===== src/rtl/sequential_16bit_en_pkg.sv =====
// Shared sizing defaults and pad-bit assignments for the 16-bit enabled counter.
// Latency: n/a (declarations only).
// Backpressure: n/a.
package sequential_16bit_en_pkg;

    // Default counter width, pad bus width and pad index of counter bit 0.
    localparam int DEFAULT_WIDTH    = 16;
    localparam int DEFAULT_IO_WIDTH = 28;
    localparam int DEFAULT_OUT_LSB  = 12;

    // Control bits taken from the input pad bus.
    localparam int CLR_BIT = 0;
    localparam int EN_BIT  = 1;

endpackage : sequential_16bit_en_pkg


===== src/rtl/sequential_16bit_en_counter.sv =====
// Free-running modulo-2^WIDTH counter with synchronous clear (priority) and enable.
// Latency: 1 clock from clr/en sampling to q; async reset clears q immediately.
// Backpressure: none; wraps silently from all-ones to zero.
module counter_en #(
    parameter int WIDTH = 16
) (
    input  logic             clk,
    input  logic             rst,
    input  logic             clr,
    input  logic             en,
    output logic [WIDTH-1:0] q
);

    logic [WIDTH-1:0] count_q;
    logic [WIDTH-1:0] count_d;

    // Next-state: clear wins over enable, otherwise increment or hold.
    always_comb begin
        count_d = count_q;
        if (clr) begin
            count_d = '0;
        end else if (en) begin
            count_d = count_q + WIDTH'(1);
        end
    end

    // Count register; reset is asynchronous so the pads drop to zero without a clock.
    always_ff @(posedge clk or posedge rst) begin
        if (rst) begin
            count_q <= '0;
        end else begin
            count_q <= count_d;
        end
    end

    assign q = count_q;

endmodule : counter_en


===== src/rtl/sequential_16bit_en.sv =====
// Pad wrapper: maps a clear/enable counter onto a pad bus with fixed output enables.
// Latency: 1 clock from io_in[1:0] sampling to io_out; no combinational io_in->io_out path.
// Backpressure: none; io_oeb and non-counter io_out bits are constants.
module sequential_16bit_en
    import sequential_16bit_en_pkg::*;
#(
    parameter int WIDTH    = DEFAULT_WIDTH,
    parameter int IO_WIDTH = DEFAULT_IO_WIDTH,
    parameter int OUT_LSB  = DEFAULT_OUT_LSB   // OUT_LSB + WIDTH must not exceed IO_WIDTH
) (
    input  logic                clk,
    input  logic                rst,
    input  logic [IO_WIDTH-1:0] io_in,
    output logic [IO_WIDTH-1:0] io_out,
    output logic [IO_WIDTH-1:0] io_oeb
);

    logic [WIDTH-1:0] count;

    // Only the clear and enable pads matter; the rest are deliberately dropped.
    logic unused_io_in;
    assign unused_io_in = ^io_in[IO_WIDTH-1:EN_BIT+1];

    counter_en #(
        .WIDTH (WIDTH)
    ) u_counter (
        .clk (clk),
        .rst (rst),
        .clr (io_in[CLR_BIT]),
        .en  (io_in[EN_BIT]),
        .q   (count)
    );

    // Counter drives its pad slice; every other pad is a constant low input-only pad.
    always_comb begin
        io_out                      = '0;
        io_out[OUT_LSB +: WIDTH]    = count;
        io_oeb                      = '1;
        io_oeb[OUT_LSB +: WIDTH]    = '0;
    end

endmodule : sequential_16bit_en


===== config.mk =====
export PLATFORM = sky130hd
export DESIGN_NAME = sequential_16bit_en
export DESIGN_NICKNAME = d
export VERILOG_FILES = /design/src/rtl/sequential_16bit_en_pkg.sv /design/src/rtl/sequential_16bit_en_counter.sv /design/src/rtl/sequential_16bit_en.sv
export SDC_FILE = /design/constraint.sdc
export NUM_CORES = 1
export LEC_CHECK = 0
export BUFFER_PORTS_ARGS = -buffer_cell sky130_fd_sc_hd__buf_2
export CORE_AREA = 2 2 58 60
export CTS_CLUSTER_SIZE = 8
export DETAILED_ROUTE_END_ITERATION = 16
export DIE_AREA = 0 0 60 62
export GPL_TIMING_DRIVEN = 0
export MAX_ROUTING_LAYER = met4
export PLACE_DENSITY = 0.76
export SETUP_SLACK_MARGIN = 0.1
export SYNTH_ARGS = -nofsm -noshare
export SYNTH_HDL_FRONTEND = slang
export SYNTH_SLANG_ARGS = --single-unit

===== constraint.sdc =====
create_clock -name clk -period 2.4 [get_ports clk]
set_clock_uncertainty 0.2 [all_clocks]
set_input_delay 0.36 -clock clk [delete_from_list [all_inputs] [get_ports clk]]
set_output_delay 0.36 -clock clk [all_outputs]
set_load 0.01 [all_outputs]

======== After elaboration in Yosys (flattened, before gate mapping) ========
Index checks and enable logic that the tools add are counted.
storage, ports and cells
  flip-flop bits (word level) ............. 16
  latch bits .............................. 0
  RAM bits ................................ 0
  memory bits (read-only) ................. 0
  bits of input ports ..................... 30
  output and inout port bits .............. 56
  word-level logic and storage cells ...... 5
  memories ................................ 0
cells by class
  add/sub/neg operators ................... 1
  multiply operators ...................... 0
  divide/modulo/power cells ............... 0
  order comparisons ....................... 0
  equality and inequality tests ........... 0
  shift operators ......................... 0
  mux-type cells .......................... 2
  bitwise gates (word level) .............. 0
  reduce and logical (&&, ||, !) cells .... 1
operators with widths
  operator                                       count
  two-way mux 16 bit                             2
  adder 16 x 1 -> 16 bit, second input constant  1
  nonzero test 2 bit                             1

======== Longest topological paths before layout ========
Gate-level depths: netlist of run 1.
  depth after elaboration ................. 3
  mapped depth ............................ 5

======== Hierarchy ========
From an unflattened synthesis of run 1, not the netlist that was laid out.
unflattened totals
  cells, all modules ...................... 124
  area, all modules ....................... 1116.1 µm²
by module, submodules not included
  module               instances  cells an instance  area an instance (µm²)  seq. area each (µm²)
  counter_en           1          82                 808.3                   400.4
  sequential_16bit_en  1          42                 307.8                   0.0

======== Worst setup path before layout of run 1 ========
No wires, ideal clock.
  path kind ............................... flip-flop to flip-flop
  from .................................... reg u_counter.count_q[6], in the netlist u_counter.q[6]
  to ...................................... reg u_counter.count_q[11], in the netlist u_counter.q[11]
  setup time .............................. 128 ps
  arrival time ............................ 1430 ps
  required time ........................... 2072 ps
  slack ................................... 642 ps
  cell stages (with the launch flop) ...... 5
  buffers on the path ..................... 0
  period minus slack after synthesis ...... 1758 ps
  cell sequence ........................... dfrtp_1 -> nand4_4 -> or2_0 -> nor4_2 -> mux2_1
between the ends
  word-level cells in the longest chain between the ends .. 3
ends and longest elaborated chain
  item                    RTL line                           RTL
  from (decl)             sequential_16bit_en_counter.sv:14  logic [WIDTH-1:0] count_q;
  from (signal assigned)  sequential_16bit_en_counter.sv:32  count_q <= count_d;
  adder 16 x 1 -> 16 bit  sequential_16bit_en_counter.sv:23  count_d = count_q + WIDTH'(1);
  two-way mux 16 bit      sequential_16bit_en_counter.sv:22  end else if (en) begin
  two-way mux 16 bit      sequential_16bit_en_counter.sv:20  if (clr) begin
Every way passes these cells. The select of a mux whose other input is x is not followed.
A chain may end at the register's enable or synchronous reset.

======== Worst setup path in the final report of run 1 ========
Ends and elaborated chain as after synthesis.

==> impl_metrics.yaml, run 1 <==
pwr:
  p_clk_share_pct: 26.0
  vdd_drop_max_mv: 0.232
  seqPwrFrac_pct: 52.8
  p_int_uw: 385
  pwr-share-comb_pct: 21.1
  swShare_pct: 27.1
  powerDensity_nw_per_um2: 353
  p_leak_uw: 0.000828
  p_switching_uw: 143
timing:
  rsz0062_at_grt: "false"
  min_period_ps: 1810
  max_slew.worst_pin.slew_ps: 603
  fmax_ghz: 0.553
  finalSetupViolCount: 0
  min_period_over_period_pct: 75.3
  slew_viol_final: 0
  slew_headroom_pct: 59.8
  fin_tns_setup_ps: 0
  hold_viol: 0
hold_path:
  min_path_type: "in -> reg"
  min_to: "u_counter.q[0]"
  hold_start: "io_in[1]"
  min_path_cells: 3
setup_path:
  worstSetupPathType: "reg -> reg"
  r2r_cells: 4
  cp_max_fo: 6
  crit-reg2reg-launch: "u_counter.q[6]"
  crit_path_top_delay_cell: "dfrtp_1"
  r2r_setup_slack_ps: 590
  cp.depth: 4
  startpoint_type: "register"
  cp_top_family: "simple AND/OR/NAND/NOR gates"
  cp-end-kind: "register"
  regToRegEndpoint: "u_counter.q[11]"
  cpPeakStageDelay_ps: 490
  cp.required_ps: 2370
  cp.buffers_inverters: 0
  cp.arrival_ps: 1770
  crit_chain: "nand4_4 > or2_0 > nor4_2 > mux2_1"
detailed_routing:
  wl_per_cell_um: 8.68
  drtIter0Drc: 4
  viasPerCell: 3.71
  drc_errors: 0
  vias: 856
  dr.pass1.iters: 4
  detail-route-antenna-nets: 0
  wl_um: 2010
logic_synthesis:
  synth_cell_type_count: 25
  syn_area_um2: 1170
  avgSynthCellArea_um2: 9.39
  yosysSeqAreaShare_pct: 34.1
  syn_inst: 125
  yosysWarningCount: 0
  synth_seq_cells: 16
clock_tree:
  cts_buffers: 3
  cts_max_path_buffers: 2
  h-tree-depth: 1
  postCtsSetupRepairBufs: 0
  path_clk_slew_ps: 90
  cts_root_buf: "clkbuf_4"
  cts_tree: "done"
  clkLatencyLatePin_ps: 280
  cts_sinks: 16
die:
  rows: 21
  die_x_um: 60
  die_h_um: 62
  initial_utilization_pct: 36.9
  ios: 86
  core_area_um2: 3180
  die-area_um2: 3720
final_layout:
  area_growth_pct: 27.5
  stdcell_area_um2: 1500
  nFillCells: 321
  fin_cells: 231
  largest_reg_flops: 16
  diodes: 0
  drive_gt1_share_pct: 36.2
  fin_nets: 218
place:
  io_buffers: 18
  place_inst: 227
  dp_hpwl_um: 1610
  dpl_cell_area_um2: 1460
  gp_congestion: 0.817
grt:
  grt_max_degree: 17
  grt_usage_pct: 11.7
  antenna_found_initial: 0
  grt_pass1_wl_um: 3140
  overflow: 0
  grt_pass1_vias: 732
flow_run:
  cap_violations: 0
run_status:
  status: "completed"
-- cell type report --
type | instances | area [um2] | share of cell area [%]
inverter | 4 | 15.0 | 1.00
clock buffer | 3 | 22.5 | 1.51
timing repair buffer | 19 | 100 | 6.69
buffer | 43 | 315 | 21.1
multi-input combinational | 100 | 586 | 39.1
tap | 46 | 57.6 | 3.85
sequential | 16 | 400 | 26.8
-- worst register-to-register path: stages (launching register included) --
cell and delay (ps):
dfrtp_1 490, nand4_4 190, or2_0 250, nor4_2 230
mux2_1 340
-- cell usage in the layout (no fill, tap or decap) --
master	Yosys	layout
or3_1	1	1
dfrtp_1	16	16
xor2_1	3	3
or2_0	1	1
nor4_2	1	1
nor2b_1	3	3
nor2_1	15	15
nand4_1	3	3
a21oi_1	1	1
nor3_1	1	1
nor4_1	4	4
buf_4	41	41
conb_1	2	40
ha_1	1	1
buf_2	0	18
dlygate4sd3_1	0	1
o211ai_4	1	1
nand3_1	4	4
inv_1	4	4
o21ai_0	1	1
mux2_1	3	3
clkbuf_1	2	2
mux2i_1	1	1
xnor2_1	8	8
nor4_4	2	2
clkbuf_4	0	3
nand2_1	5	5
nand4_4	1	1
-- per-stage QoR --
step | setup slack (ps) | hold WS, ps | utilization, % | total power [uW]
finish | 592 | 199 | 47.1 | 528
global placement | 629 | 255 | 46.0 | 392
CTS | 570 | 192 | 47.1 | 535
detailed placement | 582 | 271 | 46.0 | 393
floorplan | 642 | 73.7 | - | 381
global route | 518 | 212 | 47.1 | 560
-- cells by family (layout without fill, tap and decap cells) --
| kind of cell | count (synthesis) | after routing | synth area share (%) |
|---|---|---|---|
| buf+inv | 47 | 69 | 28.1 |
| simple gates | 41 | 41 | 21.4 |
| flops | 16 | 16 | 34.1 |
| xor+xnor | 11 | 11 | 8.21 |
| mux | 4 | 4 | 3.73 |
| compound gates | 3 | 3 | 2.66 |
| other cells | 2 | 40 | 0.640 |
| fa+ha+maj | 1 | 1 | 1.07 |
-- what timing repair did --
item / in CTS / in global routing
hold buffers: 1 / 0
setup endpoints to repair: 0 / 0
resized for setup: 0 / 0
endpoints found under the hold margin: 16 / 0
-- synthesized netlist by cell type (all sizes together) --
cell	instances	area [um2]
buf	41	308
xnor2	8	70.1
nand4	4	40.0
clkbuf	2	7.51
or2	1	6.26
nand3	4	20.0
o211ai	1	21.3
xor2	3	26.3
nor2b	3	18.8
conb	2	7.51
mux2i	1	10.0
dfrtp	16	400
a21oi	1	5.00
nor3	1	5.00
inv	4	15.0
ha	1	12.5
mux2	3	33.8
nor4	7	80.1
or3	1	6.26
nand2	5	18.8
nor2	15	56.3
o21ai	1	5.00
-- worst max path at each step --
stage                        start         endpoint  slack, ps
finish              u_counter.q[6]  u_counter.q[11]        590
global route        u_counter.q[6]  u_counter.q[11]        520
floorplan           u_counter.q[6]  u_counter.q[11]        640
CTS                 u_counter.q[6]  u_counter.q[11]        570
detailed placement  u_counter.q[6]  u_counter.q[11]        580
global placement    u_counter.q[6]  u_counter.q[11]        630
-- power groups by stage --
stage / Clock (uW) / Combinational [uW] / Sequential, uW
after floorplan: 0 / 95.8 / 285
final: 137 / 111 / 279
after CTS: 146 / 110 / 279
after global placement: 0 / 108 / 284
after detailed placement: 0 / 109 / 284
after global routing: 155 / 126 / 280
-- metal layers --
metal | GRT usage (%) | up-vias | routed length (um)
li1 | - | 450 | -
met2 | 20.3 | 32 | 1030
met5 | - | - | 0
met4 | 3.81 | 0 | 0
met3 | 2.28 | 0 | 139
met1 | 13.6 | 374 | 841
Power figures use the tool's default switching activity.
==> run 2, diff against run 1 <==
clock period = 1.84 ns   (was 2.4 ns; I/O delays follow)
==> impl_metrics.yaml, run 2 (same netlist as run 1, synthesis figures left out) <==
setup_path:
  cp.buffers_inverters: 0
  crit_chain: "ha_4 > nand2_1 > nor4_4 > nand3_2 > mux2_4"
  r2r_cells: 5
  cp_top_family: "simple AND/OR/NAND/NOR gates"
  cp.required_ps: 1810
  cp-end-kind: "register"
  crit_path_top_delay_cell: "dfrtp_2"
  crit-reg2reg-launch: "u_counter.q[1]"
  cp.arrival_ps: 1740
  cpPeakStageDelay_ps: 430
  startpoint_type: "register"
  cp.depth: 5
  crit_path_start: "u_counter.q[1]"
  cp_max_fo: 4
  worstSetupPathType: "reg -> reg"
die:
  core_area_um2: 3180
  ios: 86
  die_x_um: 60
  die_h_um: 62
  die-area_um2: 3720
  initial_utilization_pct: 36.9
  rows: 21
detailed_routing:
  drtIter0Drc: 19
  viasPerCell: 3.80
  dr.pass1.iters: 4
  drc_errors: 0
  vias: 936
  wl_per_cell_um: 9.43
  detail-route-antenna-nets: 0
  wl_um: 2320
grt:
  grt_pass1_wl_um: 3390
  antenna_found_initial: 0
  grt_max_degree: 17
  overflow: 0
  grt_pass1_vias: 735
  grt_usage_pct: 12.5
timing:
  hold_viol: 0
  slew_viol_final: 0
  min_period_over_period_pct: 96.3
  slew_headroom_pct: 59.7
  rsz0062_at_grt: "true"
  finalSetupViolCount: 0
  min_period_ps: 1770
  fin_tns_setup_ps: 0
  max_slew.worst_pin.slew_ps: 604
  whs_ps: 109
  fmax_ghz: 0.565
final_layout:
  diodes: 0
  largest_reg_flops: 16
  fin_nets: 232
  mostFrequentLayoutCell: "buf_4"
  area_growth_pct: 40.7
  drive_gt1_share_pct: 46.5
  final_cell_mix: "buf_4 (55), conb_1 (40), buf_2 (18)"
clock_tree:
  cts_sinks: 16
  cts_max_path_buffers: 2
  cts_root_buf: "clkbuf_4"
  h-tree-depth: 1
  cts_tree: "done"
  cts_buffers: 3
  path_clk_slew_ps: 90
  clkLatencyLatePin_ps: 280
run_status:
  status: "completed"
hold_path:
  min_path_type: "in -> reg"
  min_path_cells: 3
  hold_start: "io_in[1]"
pwr:
  pwr-share-comb_pct: 22.0
  p_switching_uw: 201
  p_clk_share_pct: 30.3
  powerDensity_nw_per_um2: 461
  p_leak_uw: 0.000902
  vdd_drop_max_mv: 0.299
  seqPwrFrac_pct: 47.8
  p_int_uw: 561
  swShare_pct: 26.3
place:
  io_buffers: 18
  gp_congestion: 0.746
  dp_hpwl_um: 1620
flow_run:
  cap_violations: 0
run 2: final cells by class:
cell class              instances  area, um2
fillers                       306       1530
well taps                      46       57.6
multi-input cells             100        614
repair buffers                 33        205
clock buffers                   4       36.3
flip-flops and latches         16        408
inverters                       4       15.0
plain buffers                  43        315
run 2: metrics by stage:
| step | util (%) | instance area, um2 | worst slack (ps) | std cells | power (uW) |
|---|---|---|---|---|---|
| floorplan | - | 1320 | 132 | 163 | 496 |
| global placement | 46.1 | 1470 | 94.5 | 227 | 511 |
| detailed placement | 46.1 | 1470 | 39.1 | 227 | 513 |
| CTS | 48.7 | 1550 | 100 | 235 | 743 |
| global route | 51.9 | 1650 | 4.99 | 246 | 808 |
| finish | 51.9 | 1650 | 68.6 | 246 | 762 |
run 2: routing by layer:
layer  track usage (%)  share of wire (%)
met1              15.1                 38
met2              20.7                 52
met3              3.11                8.2
met4              3.81                1.2
met5                 -                  0
run 2: worst register-to-register path: cells and delay by family, from the launching register on:
family / cells / cell delay [ps]
adder cells (fa/ha/maj): 1 / 150
flip-flops: 1 / 430
AND/OR/NAND/NOR: 3 / 570
multiplexers: 1 / 310
run 2: worst paths after layout:
check                                  end  slack [ps]
min in group asynchronous   u_counter.q[8]         400
max in group asynchronous   u_counter.q[0]         610
hold reg to reg            u_counter.q[10]         420
hold / removal              u_counter.q[0]         110
setup / recovery           u_counter.q[14]          70
setup reg to reg           u_counter.q[14]          70
run 2: what timing repair did:
item	4_1_cts	5_1_grt
setup buffers	3	11
setup endpoints to repair	4	4
hold buffers	1	0
endpoints found under the hold margin	16	0
pin swaps	0	5
resized for setup	6	4
run 2: power groups by stage:
stage / logic (uW) / registers, uW / clock network (uW)
floorplan: 125 / 371 / 0
global placement: 141 / 371 / 0
detailed placement: 142 / 371 / 0
CTS: 144 / 365 / 234
global route: 188 / 365 / 255
finish: 167 / 364 / 231
==> run 3, diff against run 2 <==
BUFFER_PORTS_ARGS = -buffer_cell sky130_fd_sc_hd__buf_4   (was -buffer_cell sky130_fd_sc_hd__buf_2)
CTS_CLUSTER_DIAMETER = 40   (was unset)
==> impl_metrics.yaml, run 3 (same netlist as run 1, synthesis figures left out) <==
clock_tree:
  cts_tree: "done"
  cts_root_buf: "clkbuf_4"
  clkLatencyLatePin_ps: 280
  cts_max_path_buffers: 2
  cts_sinks: 16
  path_clk_slew_ps: 90
  cts_buffers: 3
  h-tree-depth: 1
place:
  dp_hpwl_um: 1540
  place_ws_ps: 72.6
  place_inst: 227
  gp_congestion: 0.720
  dpl_cell_area_um2: 1510
  io_buffers: 18
pwr:
  swShare_pct: 27.2
  p_leak_uw: 0.000873
  pwr-share-comb_pct: 22.6
  p_clk_share_pct: 26.7
  p_switching_uw: 196
  vdd_drop_max_mv: 0.284
  powerDensity_nw_per_um2: 434
  p_int_uw: 523
  seqPwrFrac_pct: 50.6
timing:
  slew_viol_final: 0
  fmax_ghz: 0.592
  slew_headroom_pct: 60.6
  hold_viol: 0
  rsz0062_at_grt: "true"
  worst_slack_ps: 151
  fin_tns_setup_ps: 0
  finalSetupViolCount: 0
  max_slew.worst_pin.slew_ps: 591
  min_period_over_period_pct: 91.8
  min_period_ps: 1690
die:
  die_x_um: 60
  ios: 86
  die-area_um2: 3720
  die_h_um: 62
  rows: 21
  initial_utilization_pct: 36.9
  core_area_um2: 3180
setup_path:
  crit-reg2reg-launch: "u_counter.q[0]"
  regToRegEndpoint: "u_counter.q[14]"
  startpoint_type: "register"
  cp.arrival_ps: 1660
  cp-end-kind: "register"
  r2r_cells: 5
  cp_max_fo: 5
  cp.required_ps: 1810
  crit_path_start: "u_counter.q[0]"
  worstSetupPathType: "reg -> reg"
  r2r_setup_slack_ps: 150
hold_path:
  min_path_cells: 3
  min_path_type: "in -> reg"
  hold_start: "io_in[1]"
  min_to: "u_counter.q[0]"
final_layout:
  mostFrequentLayoutCell: "buf_4"
  largest_reg_flops: 16
  diodes: 0
  final_cell_mix: "buf_4 (69), conb_1 (40), nor2_1 (15)"
  area_growth_pct: 41.0
  fin_cells: 242
  drive_gt1_share_pct: 44.9
  stdcell_area_um2: 1660
  fin_nets: 228
flow_run:
  cap_violations: 0
grt:
  grt_pass1_wl_um: 3110
  grt_pass1_vias: 723
  antenna_found_initial: 0
  grt_max_degree: 17
  grt_usage_pct: 11.8
  overflow: 0
detailed_routing:
  dr.pass1.iters: 4
  vias: 898
  wl_um: 2080
  drc_errors: 0
  viasPerCell: 3.71
  drtIter0Drc: 12
  wl_per_cell_um: 8.59
  detail-route-antenna-nets: 0
run_status:
  status: "completed"
-- run 3: changes by cell type in the layout (fill, tap and decap cells not counted), sizes merged --
cell,before,now
buf,73,69
-- run 3: per-stage QoR --
| stage | hold WS, ps | power [uW] | utilization, % |
|---|---|---|---|
| 2_1_floorplan | -10.4 | 496 | - |
| 3_3_place_gp | 183 | 515 | 47.5 |
| 3_5_place_dp | 180 | 516 | 47.5 |
| 4_1_cts | 101 | 715 | 49.7 |
| 5_1_grt | 98.3 | 758 | 52.1 |
| 6_report | 109 | 718 | 52.1 |
-- run 3: power by group through the flow --
| stage | Clock, uW | Combinational, uW | Sequential [uW] |
|---|---|---|---|
| after floorplan | 0 | 125 | 371 |
| after global placement | 0 | 144 | 371 |
| after detailed placement | 0 | 145 | 371 |
| after CTS | 200 | 152 | 363 |
| after global routing | 212 | 181 | 364 |
| final | 192 | 163 | 364 |
-- run 3: how the worst max path moves through the flow --
stage,end,slack (ps),depth (start not counted)
2_1_floorplan,u_counter.q[11],130,4
4_1_cts,u_counter.q[14],110,5
3_3_place_gp,u_counter.q[15],90,4
6_report,u_counter.q[14],150,5
3_5_place_dp,u_counter.q[14],70,4
5_1_grt,u_counter.q[14],70,5
-- run 3: what timing repair did --
action,CTS,global route
buffers inserted,4,6
pin swaps,0,5
endpoints found under the hold margin,16,0
setup endpoints to repair,3,4
resized for setup,3,7
hold buffers,1,0
-- run 3: layout make-up --
| cell class | count | area, um2 |
|---|---|---|
| Fill cell | 304 | 1520 |
| Tap cell | 46 | 57.6 |
| Sequential cell | 16 | 409 |
| Multi-Input combinational cell | 100 | 612 |
| Clock buffer | 4 | 26.3 |
| Buffer | 43 | 315 |
| Timing Repair Buffer | 29 | 220 |
| Inverter | 4 | 15.0 |
-- run 3: routing by layer --
metal / track usage [%] / part of all wire, % / vias up / routed length [um]
li1: - / - / 472 / -
met1: 13.5 / 41 / 388 / 846
met2: 19.9 / 51 / 36 / 1060
met3: 2.07 / 7.5 / 2 / 155
met4: 5.71 / 0.77 / 0 / 16
met5: - / 0 / - / 0
-- run 3: worst max-delay path, cell delays in order (launching register included) --
cell and delay (ps):
dfrtp_2 440, ha_4 160, nand2_1 80, nor4_4 270, nand3_2 110, mux2_4 310
